--- src/rtl/pipeline_ctrl.sv ---
// pipeline_ctrl: stage sequencing and hazard control for the 5-stage
// pipeline_cpu (IF/ID/EXE/MEM/WB). It owns the per-stage valid bits, the
// allow-in/over handshake, the pipeline-register latch enables, load-use
// stall detection and ID operand forwarding selection.
// Optional performance counters are built when PIPELINE_CTRL_PERF_EN is
// defined; otherwise stall_cnt/flush_cnt are tied to zero.
module pipeline_ctrl #(
  parameter int REG_AW = 5,
  parameter int CNT_W  = 32
) (
  input  logic              clk,
  input  logic              reset,
  input  logic              IF_over,
  input  logic              ID_over,
  input  logic              EXE_over,
  input  logic              MEM_over,
  input  logic              WB_over,
  input  logic [REG_AW-1:0] ID_rs,
  input  logic [REG_AW-1:0] ID_rt,
  input  logic              ID_use_rs,
  input  logic              ID_use_rt,
  input  logic [REG_AW-1:0] EXE_wdest,
  input  logic [REG_AW-1:0] MEM_wdest,
  input  logic [REG_AW-1:0] WB_wdest,
  input  logic              EXE_load,
  input  logic              cancel,
  output logic              IF_valid,
  output logic              ID_valid,
  output logic              EXE_valid,
  output logic              MEM_valid,
  output logic              WB_valid,
  output logic              next_fetch,
  output logic              IF_to_ID,
  output logic              ID_to_EXE,
  output logic              EXE_to_MEM,
  output logic              MEM_to_WB,
  output logic              load_use_stall,
  output logic [1:0]        fwd_rs_sel,
  output logic [1:0]        fwd_rt_sel,
  output logic [CNT_W-1:0]  stall_cnt,
  output logic [CNT_W-1:0]  flush_cnt
);

  // Stage occupancy
  logic if_valid_r;
  logic id_valid_r;
  logic exe_valid_r;
  logic mem_valid_r;
  logic wb_valid_r;

  // Handshake and control terms
  logic go_s;
  logic if_q_s;
  logic id_q_s;
  logic exe_q_s;
  logic mem_q_s;
  logic id_allow_in_s;
  logic exe_allow_in_s;
  logic mem_allow_in_s;
  logic wb_allow_in_s;
  logic if_to_id_s;
  logic id_to_exe_s;
  logic exe_to_mem_s;
  logic mem_to_wb_s;
  logic next_fetch_s;
  logic load_use_stall_s;
  logic [1:0] fwd_rs_sel_s;
  logic [1:0] fwd_rt_sel_s;

  // Forwarding source for one ID operand; EXE beats MEM beats WB.
  // A load in EXE has no result yet, so the caller clears exe_ok for it.
  function automatic logic [1:0] fwd_select(
    input logic              use_op,
    input logic [REG_AW-1:0] op,
    input logic              exe_ok,
    input logic [REG_AW-1:0] exe_d,
    input logic              mem_ok,
    input logic [REG_AW-1:0] mem_d,
    input logic              wb_ok,
    input logic [REG_AW-1:0] wb_d
  );
    logic [1:0] sel;
    if (!use_op) begin
      sel = 2'b00;
    end else if (exe_ok && (exe_d != {REG_AW{1'b0}}) && (exe_d == op)) begin
      sel = 2'b01;
    end else if (mem_ok && (mem_d != {REG_AW{1'b0}}) && (mem_d == op)) begin
      sel = 2'b10;
    end else if (wb_ok && (wb_d != {REG_AW{1'b0}}) && (wb_d == op)) begin
      sel = 2'b11;
    end else begin
      sel = 2'b00;
    end
    return sel;
  endfunction

  // Handshake chain: back-pressure ripples from WB toward IF in one cycle;
  // reset and cancel suppress every transfer.
  always_comb begin
    go_s = !reset && !cancel;
    load_use_stall_s = id_valid_r & exe_valid_r & EXE_load &
                       (EXE_wdest != {REG_AW{1'b0}}) &
                       ((ID_use_rs & (ID_rs == EXE_wdest)) |
                        (ID_use_rt & (ID_rt == EXE_wdest)));
    if_q_s  = if_valid_r  & IF_over;
    id_q_s  = id_valid_r  & ID_over & ~load_use_stall_s;
    exe_q_s = exe_valid_r & EXE_over;
    mem_q_s = mem_valid_r & MEM_over;
    wb_allow_in_s  = ~wb_valid_r  | WB_over;
    mem_allow_in_s = ~mem_valid_r | (mem_q_s & wb_allow_in_s);
    exe_allow_in_s = ~exe_valid_r | (exe_q_s & mem_allow_in_s);
    id_allow_in_s  = ~id_valid_r  | (id_q_s  & exe_allow_in_s);
    if_to_id_s   = if_q_s  & id_allow_in_s  & go_s;
    id_to_exe_s  = id_q_s  & exe_allow_in_s & go_s;
    exe_to_mem_s = exe_q_s & mem_allow_in_s & go_s;
    mem_to_wb_s  = mem_q_s & wb_allow_in_s  & go_s;
    next_fetch_s = (~if_valid_r & ~reset) | if_to_id_s;
  end

  // Operand forwarding selection for rs and rt.
  always_comb begin
    fwd_rs_sel_s = fwd_select(ID_use_rs, ID_rs,
                              exe_valid_r & ~EXE_load, EXE_wdest,
                              mem_valid_r, MEM_wdest,
                              wb_valid_r, WB_wdest);
    fwd_rt_sel_s = fwd_select(ID_use_rt, ID_rt,
                              exe_valid_r & ~EXE_load, EXE_wdest,
                              mem_valid_r, MEM_wdest,
                              wb_valid_r, WB_wdest);
  end

  // Stage valid bits: flush on reset/cancel, otherwise load from the
  // upstream latch enable whenever the stage accepts new work.
  always_ff @(posedge clk) begin
    if (reset || cancel) begin
      if_valid_r  <= 1'b0;
      id_valid_r  <= 1'b0;
      exe_valid_r <= 1'b0;
      mem_valid_r <= 1'b0;
      wb_valid_r  <= 1'b0;
    end else begin
      if_valid_r <= 1'b1;
      if (id_allow_in_s) begin
        id_valid_r <= if_to_id_s;
      end else begin
        id_valid_r <= id_valid_r;
      end
      if (exe_allow_in_s) begin
        exe_valid_r <= id_to_exe_s;
      end else begin
        exe_valid_r <= exe_valid_r;
      end
      if (mem_allow_in_s) begin
        mem_valid_r <= exe_to_mem_s;
      end else begin
        mem_valid_r <= mem_valid_r;
      end
      if (wb_allow_in_s) begin
        wb_valid_r <= mem_to_wb_s;
      end else begin
        wb_valid_r <= wb_valid_r;
      end
    end
  end

`ifdef PIPELINE_CTRL_PERF_EN
  logic [CNT_W-1:0] stall_cnt_r;
  logic [CNT_W-1:0] flush_cnt_r;
  logic             any_valid_s;

  assign any_valid_s = if_valid_r | id_valid_r | exe_valid_r |
                       mem_valid_r | wb_valid_r;

  // Performance counters: load-use stall cycles and effective flushes.
  always_ff @(posedge clk) begin
    if (reset) begin
      stall_cnt_r <= {CNT_W{1'b0}};
      flush_cnt_r <= {CNT_W{1'b0}};
    end else begin
      if (load_use_stall_s) begin
        stall_cnt_r <= stall_cnt_r + {{(CNT_W-1){1'b0}}, 1'b1};
      end else begin
        stall_cnt_r <= stall_cnt_r;
      end
      if (cancel && any_valid_s) begin
        flush_cnt_r <= flush_cnt_r + {{(CNT_W-1){1'b0}}, 1'b1};
      end else begin
        flush_cnt_r <= flush_cnt_r;
      end
    end
  end

  assign stall_cnt = stall_cnt_r;
  assign flush_cnt = flush_cnt_r;
`else
  assign stall_cnt = {CNT_W{1'b0}};
  assign flush_cnt = {CNT_W{1'b0}};
`endif

  assign IF_valid       = if_valid_r;
  assign ID_valid       = id_valid_r;
  assign EXE_valid      = exe_valid_r;
  assign MEM_valid      = mem_valid_r;
  assign WB_valid       = wb_valid_r;
  assign next_fetch     = next_fetch_s;
  assign IF_to_ID       = if_to_id_s;
  assign ID_to_EXE      = id_to_exe_s;
  assign EXE_to_MEM     = exe_to_mem_s;
  assign MEM_to_WB      = mem_to_wb_s;
  assign load_use_stall = load_use_stall_s;
  assign fwd_rs_sel     = fwd_rs_sel_s;
  assign fwd_rt_sel     = fwd_rt_sel_s;

endmodule

--- config.mk ---
export PLATFORM = sky130hd
export DESIGN_NAME = pipeline_ctrl
export DESIGN_NICKNAME = d
export VERILOG_FILES = /design/src/rtl/pipeline_ctrl.sv
export SDC_FILE = /design/constraint.sdc
export NUM_CORES = 1
export LEC_CHECK = 0
export BUFFER_PORTS_ARGS = -buffer_cell sky130_fd_sc_hd__buf_2
export CAP_MARGIN = 30
export CORE_ASPECT_RATIO = 0.7
export CORE_UTILIZATION = 40
export DETAILED_ROUTE_END_ITERATION = 8
export PLACE_DENSITY = 0.9
export SLEW_MARGIN = 10
export SYNTH_ARGS = -nofsm -noshare
export SYNTH_HDL_FRONTEND = slang
export SYNTH_SLANG_ARGS = --single-unit
--- constraint.sdc ---
create_clock -name clk -period 4.9 [get_ports clk]
set_input_delay 0.98 -clock clk [delete_from_list [all_inputs] [get_ports clk]]
set_output_delay 0.98 -clock clk [all_outputs]
set_load 0.02 [all_outputs]
### Word level (Yosys, flattened, before mapping)

Cells that the tools add are included.

* register bits after elaboration: 5
* input bits: 36
* output and inout bits: 79
* word-level logic and storage cells: 73

* equal/unequal tests: 8
* multiplexer cells: 9
* bitwise operators: 35
* reduce and logical (&&, ||, !) cells: 16

Operator list (number)
* $eq 5x5->1: 8
* $and 1x1->1: 21
* $mux 2: 8
* $reduce_bool 5->1: 3
* $logic_and 1x1->1: 10
* $not 1->1: 8
* $or 1x1->1: 6
* $logic_not 1->1: 2
* $logic_or 1x1->1: 1
* $mux 1: 1

### Logic depth before layout (Yosys ltp)

* depth in word-level cells: 11
* mapped depth: 5
* gate-level depth less buffers: 5

### Worst setup path after synthesis

OpenSTA, ideal clock, no wires.

* path kind: input port to output port
* start point: input EXE_wdest[2]
* end point: output next_fetch
* arrival time: 2.468 ns
* data required time: 3.920 ns
* setup slack: 1.452 ns
* cell stages on the path: 4
* cells stage by stage: or4_4 > o2111ai_2 > nor2_2 > o32ai_1

* cells in the longest elaborated chain, start to end: 11

Ends and longest elaborated chain
* from (decl): RTL line 22 `input logic [REG_AW-1:0] EXE_wdest,`
* $eq 5x5->1, on equally long branches: RTL line 103, 104
* $and 1x1->1, on equally long branches: RTL line 103, 104
* $or 1x1->1: RTL line 103 `((ID_use_rs & (ID_rs == EXE_wdest)) |`
* $and 1x1->1 *: RTL line 102 `(EXE_wdest != {REG_AW{1'b0}}) &`
* net load_use_stall: RTL line 37 `output logic load_use_stall,`
* $not 1->1 *: RTL line 106 `id_q_s = id_valid_r & ID_over & ~load_use_stall_s;`
* $and 1x1->1 *: RTL line 106
* $and 1x1->1 *: RTL line 112 `id_allow_in_s = ~id_valid_r | (id_q_s & exe_allow_in_s);`
* $or 1x1->1 *: RTL line 112
* $and 1x1->1 * (2 in series): RTL line 113 `if_to_id_s = if_q_s & id_allow_in_s & go_s;`
* $or 1x1->1 *: RTL line 117 `next_fetch_s = (~if_valid_r & ~reset) | if_to_id_s;`
* to (decl): RTL line 32 `output logic next_fetch,`

Mark *: on every way through the listed nets, which the timed path passes. The rest lies on a longest branch.

### Worst setup path in the final report

* start point: input EXE_wdest[2]
* end point: output next_fetch

* cells in the longest elaborated chain, start to end: 11

Ends and longest elaborated chain (RTL line)
* $eq 5x5->1, on equally long branches: 103, 104
* $and 1x1->1, on equally long branches: 103, 104
* $or 1x1->1: 103
* $and 1x1->1 *: 102
* $not 1->1 *: 106
* $and 1x1->1 *: 106
* $and 1x1->1 *: 112
* $or 1x1->1 *: 112
* $and 1x1->1 * (2 in series): 113
* $or 1x1->1 *: 117

Mark *: on every way between the ends. The rest lies on a longest branch, timed or not.

==> key figures <==
Clock tree
  • Root Driver: clkbuf_8
  • Clock slew at reported path FFs: 0.04 ns
  • Worst-case clock buffer depth: 2
  • Clock sinks: 5
  • CTS buffer count: 3
  • CTS Hold Bufs: 0
  • CTS tree: built
  • Resize count post-CTS: 0
  • Number of setup buffers added after CTS: 0
  • Clk_lat worst skew: roughly 0.22 ns
  • H-Tree Depth: 1

Floorplan
  • Row count: 16
  • Full die area: approximately 0.0032 mm2
  • DIE HEIGHT: about 48 um
  • Starting Density: 42.4%
  • Core area: 0.00282 mm2
  • Die X: 67.4 um
  • # IOs: 115

Min path
  • Hold Path Class: reg2reg

Layout
  • Area delta synth->final: 8.05%
  • Ratio of cells with drive above 1 in the final layout: 27.4%
  • Multi-input logic area: 842 um2
  • Fin nets: 249
  • Filler cells: approximately 310
  • Seq. cell area: 100 um2
  • Inserted Diodes: 0
  • Final std cells w/o fill: approximately 250

Job
  • Max-Cap Viols: 0

Global route
  • All-Layer GR Usage: 15.4%
  • M3 GR Usage: 1.67%
  • Most Used Layer, Global Route: met2
  • Largest net degree at the start of global routing: 7
  • Vias in the first global route: 845
  • Gr ovfl total: 0
  • Grt met2 use: between 20 and 30%
  • First-pass GRT wire length: 3.66 mm
  • GR Layer Usage met1: 19.0%
  • Antenna violations before repair: 0

Run status
  • Status: finished clean

Worst setup path
  • CP dominant cell by count: buf_2
  • Worst Setup End Kind: output port
  • Required @ worst endpoint: roughly 3.9 ns
  • Top delay family on crit path: simple AND/OR/NAND/NOR gates
  • CP max stage delay: 0.54 ns
  • WS Path Type: in2out
  • Critical-path cell list: buf_2 > or4_4 > o2111ai_2 > nor2_2 > o32ai_1 > buf_2
  • CP max FO: 4
  • Buf/Inv on CP: 2
  • CP max-delay cell: or4_4
  • Startpoint types: primary input
  • Arrival time at the worst endpoint: 2.43 ns

Logic synthesis
  • Cell taking the most area after synthesis: buf_4
  • EDFF count, synth: 0
  • Sequential element share of the synthesized area: roughly 8.4%
  • Avg Cell Area, Syn: 7.53 um2
  • Top-area cell type share of the netlist area: 40.1%
  • Ys async rst share: 0%
  • Flops & latches, synth: 5
  • Top post-synthesis cells by count: buf_4, xnor2_1, nand2_1
  • Cell Area, Synth: 0.00120 mm2
  • Main synth FF type: dfxtp_1
  • Top-count cell post-synth: buf_4
  • Top post-synthesis cells by area: buf_4, xnor2_1, dfxtp_1
  • Library cells used by synthesis: 30
  • Gate Count Post-Synth: 159
  • Synth warn: 0

Placement
  • RD Place Congestion: 0.832
  • Port buffer count: 50
  • Place WS: ~1.5 ns
  • Cells after DPL: 244
  • DP Wirelength: 2.18 mm

Pwr
  • Leakage power: 0.658 nW
  • Int Power: 127 uW
  • Clock Power Share: 34.9%
  • PD cells: 172 mW/mm2
  • Switching pwr: 95.8 uW
  • Comb power frac: 46.1%
  • Switching part of the total: between 40% and 50%
  • Part of the power in registers: a little under a fifth
  • Peak supply drop: 0.123 mV

Routing
  • DRC violations left: 0
  • DR vias/cell: 4.13
  • Antenna Nets Post-Route: 0
  • DRT iter0 DRCs: 32
  • Via count: roughly 1000
  • Wire per inst: 10.0 um
  • TritonRoute pass-1 iters: 4
  • DRT Wirelength: 2.48 mm

STA
  • Fin crit period: between 3 and 4 ns
  • Final setup violation count: 0
  • Worst Skew: 0.00113 ns
  • Hold Vio Cnt, Final: 0
  • Maximum clock frequency: approximately 290 MHz
  • Setup TNS: 0 ns
  • Final Hold Slack: 0.546 ns
  • Max Transition Viols Final: 0
  • Post-route setup slack: 1.49 ns
  • RSZ-0062 raised after global routing: no
  • Period utilization: a little over two thirds
worst paths after layout:
| kind | slack (ns) | to | start | depth (start not counted) |
|---|---|---|---|---|
| hold / removal | 0.55 | MEM_valid | EXE_valid | 2 |
| hold reg to reg | 0.55 | MEM_valid | EXE_valid | 2 |
| setup reg to reg | 3.30 | ID_valid | WB_valid | 5 |
| setup / recovery | 1.49 | next_fetch | EXE_wdest[2] | 6 |
layout make-up:
class / count / area share [%]
Inverter: 3 / 0.870
Sequential cell: 5 / 7.74
Clock buffer: 4 / 3.48
Tap cell: 36 / 3.48
Timing Repair Buffer: 50 / 19.3
Multi-Input combinational cell: 150 / 65.1
worst register-to-register path: cells and delay by family, from the launching register on:
family,cells,cell delay (ns)
flops,1,0.38
compound gates,4,1.02
simple gates,1,0.13
cell families (layout without fill, tap and decap cells):
logic type             after synthesis  in the layout  synth area share (%)
buffers and inverters               67             57                  41.1
AND/OR/NAND/NOR                     42             42                  19.5
AO/OA/AOI/OAI                       14             14                  8.78
flip-flops                           5              5                  8.36
other                                1             64                 0.313
XOR/XNOR                            30             30                  21.9
layer usage:
layer  vias up  part of all wire, %
met3         4                  5.8
met5         -                    0
met2        49                   49
met1       462                   44
li1        508                    -
met4         0                  1.3
placed cells by master, fill, tap and decap left out, types with 2 or more instances in the layout:
master,instances
nor3_1,4
dfxtp_1,5
o21ai_0,2
nand3_1,3
xnor2_1,22
nor2_1,6
nand2_1,9
nand4_1,4
clkbuf_8,3
inv_1,3
or4_1,2
nor2b_1,3
xor2_1,8
a21boi_0,2
buf_2,50
nor4_1,4
conb_1,64
o21a_1,2
a21oi_1,3
power groups by stage:
stage / clock network [mW] / logic (mW) / registers [mW]
floorplan: 0 / 0.110 / 0.0435
detailed placement: 0 / 0.101 / 0.0428
global route: 0.0816 / 0.113 / 0.0423
global placement: 0 / 0.0994 / 0.0428
CTS: 0.0789 / 0.101 / 0.0422
finish: 0.0777 / 0.103 / 0.0422
stage by stage:
| stage | utilization (%) | area, um2 | power (mW) |
|---|---|---|---|
| after global placement | 44.2 | 1250 | 0.142 |
| after detailed placement | 44.2 | 1250 | 0.144 |
| after global routing | 45.8 | 1290 | 0.237 |
| after CTS | 45.8 | 1290 | 0.223 |
| final | 45.8 | 1290 | 0.222 |
| after floorplan | - | 1430 | 0.154 |
registers in the layout (all words and copies together) (netlist names):
signal / cells
EXE_valid: 1
ID_valid: 1
IF_valid: 1
MEM_valid: 1
WB_valid: 1
Note: power is estimated with default switching activity, not from simulation.
